**src/rtl/pc_unit.sv**
```systemverilog
// Program-counter unit for the fetch stage.
// Supports sequential increment, relative branch, absolute jump, and call/return
// through a circular return-address stack. Also provides stall and sticky error flags.
module pc_unit #(
    parameter int unsigned       WIDTH        = 32,
    parameter logic [WIDTH-1:0]  RESET_VECTOR = '0,
    parameter int unsigned       INSTR_BYTES  = 4,
    parameter int unsigned       RAS_DEPTH    = 4
) (
    input  logic             clk,
    input  logic             rst,
    input  logic             stall,
    input  logic [2:0]       op,
    input  logic             taken,
    input  logic [WIDTH-1:0] offset,
    input  logic [WIDTH-1:0] target,
    output logic [WIDTH-1:0] pc_out,
    output logic             ras_empty,
    output logic             ras_full,
    output logic             ovf,
    output logic             unf,
    output logic             misalign
);

    typedef enum logic [2:0] {
        OP_INC    = 3'd0,
        OP_BRANCH = 3'd1,
        OP_JUMP   = 3'd2,
        OP_CALL   = 3'd3,
        OP_RET    = 3'd4
    } op_t;

    localparam int unsigned      PTR_W      = $clog2(RAS_DEPTH);
    localparam int unsigned      CNT_W      = PTR_W + 1;
    localparam logic [WIDTH-1:0] STEP       = WIDTH'(INSTR_BYTES);
    localparam logic [WIDTH-1:0] ALIGN_MASK = WIDTH'(INSTR_BYTES - 1);
    localparam logic [CNT_W-1:0] CNT_FULL   = CNT_W'(RAS_DEPTH);

    logic [WIDTH-1:0] ras [RAS_DEPTH];
    // wr_ptr points at the next free slot; the top of the stack sits one below it.
    // Because the depth is a power of two, a push into a full stack wraps around
    // and overwrites the oldest entry.
    logic [PTR_W-1:0] wr_ptr;
    logic [PTR_W-1:0] top_idx;
    logic [CNT_W-1:0] count;

    logic [WIDTH-1:0] seq_pc;
    logic [WIDTH-1:0] raw_pc;
    logic [WIDTH-1:0] next_pc;
    logic             push;
    logic             pop;
    logic             set_unf;
    logic             set_mis;

    assign seq_pc    = pc_out + STEP;
    assign top_idx   = wr_ptr - PTR_W'(1);
    assign ras_empty = (count == '0);
    assign ras_full  = (count == CNT_FULL);

    // Decode the operation into the next PC value and the stack/flag actions.
    always_comb begin
        raw_pc  = seq_pc;
        next_pc = seq_pc;
        push    = 1'b0;
        pop     = 1'b0;
        set_unf = 1'b0;
        set_mis = 1'b0;
        case (op)
            OP_BRANCH: begin
                if (taken) begin
                    raw_pc  = pc_out + offset;
                    next_pc = raw_pc & ~ALIGN_MASK;
                    set_mis = |(raw_pc & ALIGN_MASK);
                end
            end
            OP_JUMP: begin
                raw_pc  = target;
                next_pc = raw_pc & ~ALIGN_MASK;
                set_mis = |(raw_pc & ALIGN_MASK);
            end
            OP_CALL: begin
                raw_pc  = target;
                next_pc = raw_pc & ~ALIGN_MASK;
                set_mis = |(raw_pc & ALIGN_MASK);
                push    = 1'b1;
            end
            OP_RET: begin
                if (count != '0) begin
                    pop     = 1'b1;
                    next_pc = ras[top_idx];
                end else begin
                    set_unf = 1'b1;
                end
            end
            default: next_pc = seq_pc;
        endcase
    end

    // Update the PC, stack pointer, occupancy count and sticky flags.
    // Reset takes priority over stall.
    always_ff @(posedge clk) begin
        if (rst) begin
            pc_out   <= RESET_VECTOR;
            wr_ptr   <= '0;
            count    <= '0;
            ovf      <= 1'b0;
            unf      <= 1'b0;
            misalign <= 1'b0;
        end else if (!stall) begin
            pc_out <= next_pc;
            if (push) begin
                wr_ptr <= wr_ptr + PTR_W'(1);
                if (count == CNT_FULL) begin
                    ovf <= 1'b1;
                end else begin
                    count <= count + CNT_W'(1);
                end
            end
            if (pop) begin
                wr_ptr <= top_idx;
                count  <= count - CNT_W'(1);
            end
            if (set_unf) begin
                unf <= 1'b1;
            end
            if (set_mis) begin
                misalign <= 1'b1;
            end
        end
    end

    // Write return addresses into the stack storage.
    // The storage itself needs no reset: the occupancy count guards every read.
    always_ff @(posedge clk) begin
        if (!rst && !stall && push) begin
            ras[wr_ptr] <= seq_pc;
        end
    end

endmodule
```
**config.mk**
```make
export PLATFORM = sky130hd
export DESIGN_NAME = pc_unit
export DESIGN_NICKNAME = d
export VERILOG_FILES = /design/src/rtl/pc_unit.sv
export SDC_FILE = /design/constraint.sdc
export NUM_CORES = 1
export LEC_CHECK = 0
export ABC_CLOCK_PERIOD_IN_PS = 3000
export CORE_MARGIN = 2
export CORE_UTILIZATION = 50
export CTS_BUF_LIST = sky130_fd_sc_hd__clkbuf_8
export CTS_CLUSTER_SIZE = 40
export DETAILED_ROUTE_END_ITERATION = 8
export MAX_ROUTING_LAYER = met4
export PLACE_DENSITY = 0.8
export SLEW_MARGIN = 30
export SYNTH_ARGS = -nofsm -noshare
export SYNTH_HDL_FRONTEND = slang
export SYNTH_SLANG_ARGS = --single-unit
```
**constraint.sdc**
```tcl
create_clock -name clk -period 3 [get_ports clk]
set_input_delay 0.6 -clock clk [delete_from_list [all_inputs] [get_ports clk]]
set_output_delay 0.6 -clock clk [all_outputs]
set_load 0.02 [all_outputs]
```
==> flow_metrics.env, run 1 <==
export IMPL_crit_chain="clkdlybuf4s50_1 > ha_1 > fa_1 > a21oi_2 > o211a_1 > nor2_1 > o211a_1 > o21bai_2 > a21oi_1 > or4_1 > nand3_1"
export IMPL_finalSetupViolations=0
export IMPL_core_area_um2=18000
export IMPL_overflow=0
export IMPL_dp_hpwl_um=17800
export IMPL_cp_start_kind="primary input"
export IMPL_fin_crit_sh=0.956
export IMPL_worst_path_max_fanout=4
export IMPL_synth_edf_count=128
export IMPL_drc=0
export IMPL_io_buffers=107
export IMPL_seq_area_frac_synth=0.505
export IMPL_path_class="in2reg"
export IMPL_min_from="unf"
export IMPL_cellLeakagePower_nw=4.27
export IMPL_clk_pin_slew_ps=90
export IMPL_synth_top_area_frac=0.418
export IMPL_synth_cell_types=78
export IMPL_relSlewSlack=0.672
export IMPL_p_sw_w=0.00155
export IMPL_fin_crit_ps=2870
export IMPL_io_pins=108
export IMPL_pwr_share_clk=0.320
export IMPL_synthToLayoutAreaGrowth_pct=25.4
export IMPL_cp_startpoint="offset[0]"
export IMPL_cpMostUsedCell="o211a_1"
export IMPL_cts_buffers=17
export IMPL_combinationalPowerShare=0.205
export IMPL_rows=49
export IMPL_p_sw_frac=0.283
export IMPL_n_antenna_cell=0
export IMPL_antenna_left=0
export IMPL_die_y_um=140
export IMPL_crit_slowest_cell="or4_1"
export IMPL_avgSynthCellArea_um2=12.0
export IMPL_rr_startpoint="pc_out[0]"
export IMPL_power_density_nw_per_um2=476
export IMPL_wirelength_um=25000
export IMPL_cp_arrival_ps=3300
export IMPL_fmax_ghz=0.349
export IMPL_clock_sinks=168
export IMPL_internal_power_w=0.00393
export IMPL_grt_pass1_vias=7370
export IMPL_setup_tns_ps=0
export IMPL_yosysMostFrequentCell="edfxtp_1"
export IMPL_fp_dieArea_um2=19500
export IMPL_synth_top_area_cell="edfxtp_1"
export IMPL_max_clock_path_buffers=2
export IMPL_ir_worst_vdd_v=0.000542
export IMPL_status="complete, no violations"
export IMPL_yosysWarningCount=0
export IMPL_grt_total_usage=0.269
export IMPL_cts_tree="done"
export IMPL_ys_top_cells_by_area="edfxtp_1 42%, dfxtp_1 8.7%, mux4_2 7.8%"
export IMPL_final_setup_skew_ps=9.07
export IMPL_finalWeightedCongestion=1.01
export IMPL_clk_latency_ps=480
export IMPL_antenna_found_initial=0
export IMPL_cap_violations=0
export IMPL_netlist_area_um2=9200
export IMPL_synth_flop_cell="edfxtp_1"
export IMPL_synthArstFlopShare=0
export IMPL_drt_iter0_markers=677
export IMPL_p_total_w=0.00548
export IMPL_ys_seq_elements=168
export IMPL_worst_pin_slew_ps=488
export IMPL_maxSlewViolCount=0
export IMPL_grt_first_pass_wirelength_um=39100
export IMPL_drt_pass1_iter_count=5
export IMPL_hold_viol=0
export IMPL_htree_num_levels=4
export IMPL_clock_root_buffer="clkbuf_8"
export IMPL_drive_above_1_share=0.200
export IMPL_dieWidth_um=140
export IMPL_hold_path_class="reg2reg"
export IMPL_vias=7400
export IMPL_critical_path_max_stage_delay_ps=490
export IMPL_yosys_top_cells_count="128 x edfxtp_1, 50 x nor2_1, 45 x a21oi_1"
export IMPL_endpoint_kind="flip-flop"
export IMPL_initial_core_util=0.510
export IMPL_hold_buffers=0
export IMPL_p_seq_frac=0.474
export IMPL_grt_max_degree=36
export IMPL_syn_nets=873
export IMPL_netlist_instances=764
export IMPL_cp_required_ps=3430
export IMPL_nNetsFinal=1046
export IMPL_via_per_inst=6.28
export IMPL_wl_per_cell_um=21.2
## power by group through the flow
stage | Sequential, W | Clock, W | Combinational [W]
global route | 0.00261 | 0.00186 | 0.00121
global placement | 0.00265 | 0 | 0.00109
finish | 0.00260 | 0.00176 | 0.00113
detailed placement | 0.00265 | 0 | 0.00111
floorplan | 0.00269 | 0 | 0.000590
CTS | 0.00260 | 0.00177 | 0.00111
## through the flow
| stage | std cells | setup WS, ps | hold slack (ps) | utilization | cell area, um^2 |
|---|---|---|---|---|---|
| after floorplan | 764 | 46.4 | 483 | - | 9200 |
| after CTS | 1179 | 45.9 | 490 | 0.639 | 11500 |
| after global routing | 1179 | -1.67 | 516 | 0.640 | 11500 |
| after detailed placement | 1147 | -443 | 467 | 0.616 | 11100 |
| after global placement | 1147 | -390 | 451 | 0.616 | 11100 |
| final | 1179 | 131 | 485 | 0.640 | 11500 |
## worst max-delay path, delay by kind of cell
kind                     cells  cell delay [ps]
buffers and inverters        1              400
adder cells (fa/ha/maj)      2              650
AND/OR/NAND/NOR              3              670
AO/OA/AOI/OAI                5              980
## routing by layer
metal	GRT usage	vias to the layer above	routed length, um
met5	-	-	0
met1	0.343	3588	10200
met2	0.426	389	11900
met4	0.107	0	859
met3	0.0544	74	2050
li1	-	3349	-
## final cells by class
type,count,area (um^2)
Sequential cell,168,4650
Multi-Input combinational cell,526,4290
Clock inverter,15,193
Timing Repair Buffer,200,1790
Inverter,24,90.1
Clock buffer,17,234
Fill cell,1377,6490
Tap cell,229,287
## layout by cell type (no fill, tap or decap), types with 5 or more instances in the layout
cell type,synthesis,final
and2_1,6,6
nand2b_1,5,5
o21ai_0,32,31
dfxtp_1,40,39
a211oi_1,6,6
a21oi_1,45,44
a221o_1,24,24
ha_1,36,36
buf_4,2,91
inv_1,23,23
nand3_1,25,25
clkdlybuf4s50_1,0,106
xnor2_1,39,39
mux4_2,32,32
nand2_1,37,37
o21a_1,10,10
edfxtp_1,128,128
clkbuf_8,0,17
nor2_1,50,48
a21o_1,17,17
xor2_1,15,15
nor3_1,23,22
a221oi_1,23,23
nand4_1,11,11
## kinds of logic (layout without fill, tap and decap cells)
group                    count (synthesis)  count (layout)  synth area share
AO/OA/AOI/OAI                          214             214             0.177
AND/OR/NAND/NOR                        188             188             0.105
flip-flops                             168             168             0.505
buffers and inverters                   70             256            0.0303
XOR/XNOR                                54              54            0.0514
adder cells (fa/ha/maj)                 38              38            0.0533
multiplexers                            32              32            0.0784
## path summary, 6_finish.rpt
path                            slack [ps]    endpoint  depth (start not counted)
worst max-delay path                   130  pc_out[16]                         11
worst min-delay path                   490         unf                          2
worst max register to register         250  pc_out[16]                         10
worst min register to register         490         unf                          2
## sequential cells by signal (all words and copies together), names as in the netlist
register  cells
ras         128
pc_out       32
count         3
wr_ptr        2
misalign      1
ovf           1
unf           1
## what timing repair did
item                       4_1_cts  5_1_grt
hold endpoints to repair         0        0
buffers inserted                 0        0
resized for setup                0        3
setup endpoints to repair        0        7
No activity file was read; power rests on OpenSTA's default activity.
==> run 2: changes to the inputs <==
--- a/config.mk
+++ b/config.mk
@@ -5,14 +5,15 @@
 export SDC_FILE = /design/constraint.sdc
 export NUM_CORES = 1
 export LEC_CHECK = 0
-export ABC_CLOCK_PERIOD_IN_PS = 3000
+export ABC_CLOCK_PERIOD_IN_PS = 3550
 export CORE_MARGIN = 2
 export CORE_UTILIZATION = 50
 export CTS_BUF_LIST = sky130_fd_sc_hd__clkbuf_8
+export CTS_CLUSTER_DIAMETER = 30
 export CTS_CLUSTER_SIZE = 40
 export DETAILED_ROUTE_END_ITERATION = 8
 export MAX_ROUTING_LAYER = met4
-export PLACE_DENSITY = 0.8
+export PLACE_DENSITY = 0.78
 export SLEW_MARGIN = 30
 export SYNTH_ARGS = -nofsm -noshare
 export SYNTH_HDL_FRONTEND = slang
==> constraint.sdc (replaced) <==
create_clock -name clk -period 3.55 [get_ports clk]
set_input_delay 0.71 -clock clk [delete_from_list [all_inputs] [get_ports clk]]
set_output_delay 0.71 -clock clk [all_outputs]
set_load 0.02 [all_outputs]
==> flow_metrics.env, run 2 (synthesis gave the netlist of run 1 again) <==
export IMPL_io_pins=108
export IMPL_ir_worst_vdd_v=0.000291
export IMPL_layout_commonest_cell="edfxtp_1"
export IMPL_worst_pin_slew_ps=716
export IMPL_setup_tns_ps=0
export IMPL_cts_setup_buffers=0
export IMPL_place_ws_ps=46.3
export IMPL_fmax_ghz=0.327
export IMPL_clock_sinks=168
export IMPL_dieWidth_um=140
export IMPL_htree_num_levels=4
export IMPL_fin_crit_ps=3060
export IMPL_cpLargestDelayFamily="compound AO/OA/AOI/OAI gates"
export IMPL_antenna_found_initial=0
export IMPL_initial_core_util=0.510
export IMPL_drt_iter0_markers=727
export IMPL_finalNonFillerCells=1119
export IMPL_drive_above_1_share=0.145
export IMPL_power_density_nw_per_um2=401
export IMPL_top_register="ras"
export IMPL_worst_path_stages=11
export IMPL_via_per_inst=6.28
export IMPL_clock_root_buffer="clkbuf_8"
export IMPL_vias=7032
export IMPL_final_setup_skew_ps=17.5
export IMPL_cap_violations=0
export IMPL_cellLeakagePower_nw=3.96
export IMPL_nNetsFinal=986
export IMPL_hold_viol=0
export IMPL_path_buf_inv=1
export IMPL_endpoint_kind="flip-flop"
export IMPL_relSlewSlack=0.523
export IMPL_max_clock_path_buffers=2
export IMPL_min_path_cells=2
export IMPL_die_y_um=140
export IMPL_overflow=0
export IMPL_hold_path_class="reg2reg"
export IMPL_cts_buffers=17
export IMPL_cp_required_ps=3970
export IMPL_dp_hpwl_um=16800
export IMPL_cp_start_kind="primary input"
export IMPL_rows=49
export IMPL_rsz0062_at_grt="false"
export IMPL_antenna_left=0
export IMPL_synthToLayoutAreaGrowth_pct=19.9
export IMPL_n_antenna_cell=0
export IMPL_grt_first_pass_wirelength_um=37500
export IMPL_critical_path_max_stage_delay_ps=490
export IMPL_drt_pass1_iter_count=5
export IMPL_grt_total_usage=0.259
export IMPL_io_buffers=107
export IMPL_crit_chain="clkdlybuf4s50_1 > ha_1 > fa_1 > a21oi_1 > o211a_1 > nor2_1 > o211a_1 > o21bai_1 > a21oi_1 > or4_1 > nand3_1"
export IMPL_dpl_cell_count=1087
export IMPL_reg_largest_list="ras (128), pc_out (32), count (3)"
export IMPL_path_class="in2reg"
export IMPL_grt_max_degree=36
export IMPL_wirelength_um=24400
export IMPL_fp_dieArea_um2=19500
export IMPL_fin_crit_sh=0.861
export IMPL_drc=0
export IMPL_layout_common_cells="128 x edfxtp_1, 106 x clkdlybuf4s50_1, 48 x nor2_1"
export IMPL_core_area_um2=18000
export IMPL_maxSlewViolCount=0
export IMPL_status="complete, no violations"
export IMPL_largest_reg_flops=128
export IMPL_worst_path_max_fanout=4
export IMPL_clk_pin_slew_ps=100
export IMPL_grt_pass1_vias=6712
export IMPL_post_cts_resized=0
export IMPL_reg2reg_depth=9
export IMPL_cts_tree="done"
export IMPL_wl_per_cell_um=21.8
export IMPL_finalWeightedCongestion=0.961
export IMPL_layout_setup_ws_ps=492
export IMPL_clk_latency_ps=470
export IMPL_cp_arrival_ps=3480
export IMPL_finalSetupViolations=0
export IMPL_crit_slowest_cell="or4_1"
export IMPL_hold_buffers=0
export IMPL_holdWs_ps=487
-- run 2: through the flow --
step | area (um^2) | power, W | utilization
after floorplan | 9200 | 0.00277 | -
after global placement | 10600 | 0.00307 | 0.590
after detailed placement | 10600 | 0.00308 | 0.590
after CTS | 11000 | 0.00443 | 0.612
after global routing | 11000 | 0.00460 | 0.612
final | 11000 | 0.00442 | 0.612
-- run 2: cell type report --
type                    instances  area, um^2
repair buffers                140        1330
fillers                      1439        7000
well taps                     229         287
multi-input cells             526        4280
clock inverters                15         160
clock buffers                  17         234
flip-flops and latches        168        4650
inverters                      24        90.1
-- run 2: final timing paths --
check,from,to,slack [ps]
setup reg to reg,pc_out[2],pc_out[28],640
hold / removal,unf,unf,490
setup / recovery,offset[0],pc_out[16],490
hold reg to reg,unf,unf,490
-- run 2: worst reg2reg max path: stages (launching register included) --
cell,delay [ps]
dfxtp_1,450
ha_1,250
and4_1,320
nand4_1,330
nor3_4,540
and4_1,290
xor2_1,350
a21o_1,190
nand2_1,50
o211ai_1,70
-- run 2: power by group --
| part | total, W | switching, W | internal [W] |
|---|---|---|---|
| sequential | 0.00221 | 0.0000517 | 0.00215 |
| clock | 0.00137 | 0.000790 | 0.000584 |
| combinational | 0.000844 | 0.000462 | 0.000383 |
-- run 2: per-layer routing --
layer / GRT usage / part of all wire
met4: 0.0763 / 0.015
met5: - / 0
met3: 0.0461 / 0.068
met1: 0.359 / 0.44
met2: 0.396 / 0.48
==> run 3: changes to the inputs <==
--- a/config.mk
+++ b/config.mk
@@ -6,9 +6,10 @@
 export NUM_CORES = 1
 export LEC_CHECK = 0
 export ABC_CLOCK_PERIOD_IN_PS = 3550
+export CORE_ASPECT_RATIO = 0.9
 export CORE_MARGIN = 2
 export CORE_UTILIZATION = 50
-export CTS_BUF_LIST = sky130_fd_sc_hd__clkbuf_8
+export CTS_BUF_LIST = sky130_fd_sc_hd__clkbuf_2
 export CTS_CLUSTER_DIAMETER = 30
 export CTS_CLUSTER_SIZE = 40
 export DETAILED_ROUTE_END_ITERATION = 8
==> flow_metrics.env, run 3 (synthesis gave the netlist of run 1 again) <==
export IMPL_clock_sinks=168
export IMPL_power_density_nw_per_um2=364
export IMPL_vias=7056
export IMPL_multi_input_area_um2=4280
export IMPL_fmax_ghz=0.336
export IMPL_rows=47
export IMPL_dieWidth_um=147
export IMPL_final_setup_skew_ps=48.2
export IMPL_cpLargestDelayFamily="buffers and inverters"
export IMPL_cellLeakagePower_nw=3.92
export IMPL_cts_buffers=17
export IMPL_io_pins=108
export IMPL_grt_total_usage=0.268
export IMPL_layout_commonest_cell="edfxtp_1"
export IMPL_endpoint_kind="output pin"
export IMPL_drc=0
export IMPL_min_path_cells=2
export IMPL_synthToLayoutAreaGrowth_pct=18.5
export IMPL_fp_dieArea_um2=19500
export IMPL_cts_tree="done"
export IMPL_worst_path_stages=2
export IMPL_holdWs_ps=502
export IMPL_max_clock_path_buffers=2
export IMPL_largest_reg_flops=128
export IMPL_layout_common_cells="128 x edfxtp_1, 106 x clkdlybuf4s50_1, 48 x nor2_1"
export IMPL_crit_slowest_cell="clkdlybuf4s50_1"
export IMPL_reg_largest_list="ras (128), pc_out (32), count (3)"
export IMPL_maxSlewViolCount=0
export IMPL_hold_path_class="reg2reg"
export IMPL_cp_arrival_ps=2260
export IMPL_io_buffers=107
export IMPL_placed_cell_area_um2=10700
export IMPL_setup_tns_ps=0
export IMPL_ir_worst_vdd_v=0.000222
export IMPL_grt_first_pass_wirelength_um=38500
export IMPL_hold_end="misalign"
export IMPL_relSlewSlack=0.514
export IMPL_rr_startpoint="pc_out[2]"
export IMPL_finalWeightedCongestion=0.937
export IMPL_drt_iter0_markers=702
export IMPL_cp_required_ps=2840
export IMPL_wl_per_cell_um=21.9
export IMPL_cts_setup_buffers=0
export IMPL_fillCellCount=1479
export IMPL_rrSetupSlack_ps=670
export IMPL_path_buf_inv=1
export IMPL_clock_root_buffer="clkbuf_2"
export IMPL_hold_viol=0
export IMPL_reg2reg_depth=9
export IMPL_drive_above_1_share=0.147
export IMPL_register_area_um2=4650
export IMPL_htree_num_levels=4
export IMPL_crit_chain="nor3_1 > clkdlybuf4s50_1"
export IMPL_grt_pass1_vias=6862
export IMPL_worst_pin_slew_ps=729
export IMPL_die_y_um=133
export IMPL_cap_violations=0
export IMPL_via_per_inst=6.20
export IMPL_postLayoutCellArea_um2=10900
export IMPL_fin_crit_ps=2970
export IMPL_critical_path_max_stage_delay_ps=690
export IMPL_nNetsFinal=988
export IMPL_finalSetupViolations=0
export IMPL_fin_crit_sh=0.838
export IMPL_grt_max_degree=36
export IMPL_clk_pin_slew_ps=270
export IMPL_drt_pass1_iter_count=7
export IMPL_min_from="misalign"
export IMPL_wirelength_um=25000
export IMPL_cp_start_kind="flip-flop"
export IMPL_clk_latency_ps=760
export IMPL_overflow=0
export IMPL_status="complete, no violations"
export IMPL_path_class="reg2out"
export IMPL_post_cts_resized=0
export IMPL_top_register="ras"
export IMPL_hold_buffers=0
export IMPL_initial_core_util=0.504
export IMPL_antenna_left=0
export IMPL_rsz0062_at_grt="false"
export IMPL_antenna_found_initial=1
export IMPL_dp_hpwl_um=17100
export IMPL_worst_path_max_fanout=3
export IMPL_r2r_end="pc_out[28]"
export IMPL_core_area_um2=18200
-- run 3: changes by cell type in the layout (fill, tap and decap cells not counted), sizes merged --
| cell | change |
|---|---|
| clkinvlp | -3 |
| clkinv | +1 |
| diode | +1 |
| clkbuf | +2 |
| bufinv | -1 |
| buf | +2 |
| inv | +1 |
-- run 3: final cells by class --
class                   instances  share of cell area
repair buffers                142               0.127
diodes                          1            0.000230
inverters                      24             0.00827
multi-input cells             526               0.393
well taps                     245              0.0281
flip-flops and latches        168               0.426
clock buffers                  19             0.00873
clock inverters                13             0.00850
-- run 3: metal layers --
layer / wire length (um) / vias up / GRT usage
met5: 0 / - / -
met3: 2070 / 41 / 0.0366
met1: 11000 / 3431 / 0.378
li1: - / 3237 / -
met2: 11400 / 347 / 0.403
met4: 486 / 0 / 0.0908
-- run 3: power by group --
| group | internal (W) | switching [W] | total (W) |
|---|---|---|---|
| Combinational | 0.000386 | 0.000470 | 0.000856 |
| Clock | 0.000201 | 0.000705 | 0.000906 |
| Sequential | 0.00216 | 0.0000508 | 0.00221 |
| Total | 0.00275 | 0.00123 | 0.00397 |
-- run 3: worst reg2reg max path, cell delays in order (launching register included) --
cell,delay [ps]
dfxtp_1,530
ha_1,280
and4_1,340
nand4_1,310
nor3_4,410
and4_1,250
xor2_1,350
a21o_1,200
nand2_1,70
o211ai_1,70
-- run 3: worst max-delay path by stage --
stage	slack, ps	from	end
after floorplan	490	wr_ptr[0]	pc_out[31]
after global placement	100	offset[0]	pc_out[16]
after detailed placement	30	offset[0]	pc_out[16]
after CTS	530	count[2]	ras_empty
after global routing	410	count[2]	ras_empty
final	580	count[2]	ras_empty
-- run 3: stage by stage --
stage,std cells,setup WS [ps],util,power (W)
after floorplan,764,491,-,0.00277
after global placement,1105,101,0.587,0.00308
after global routing,1138,409,0.598,0.00413
final,1138,576,0.598,0.00397
after CTS,1137,534,0.598,0.00398
after detailed placement,1105,30.0,0.587,0.00309
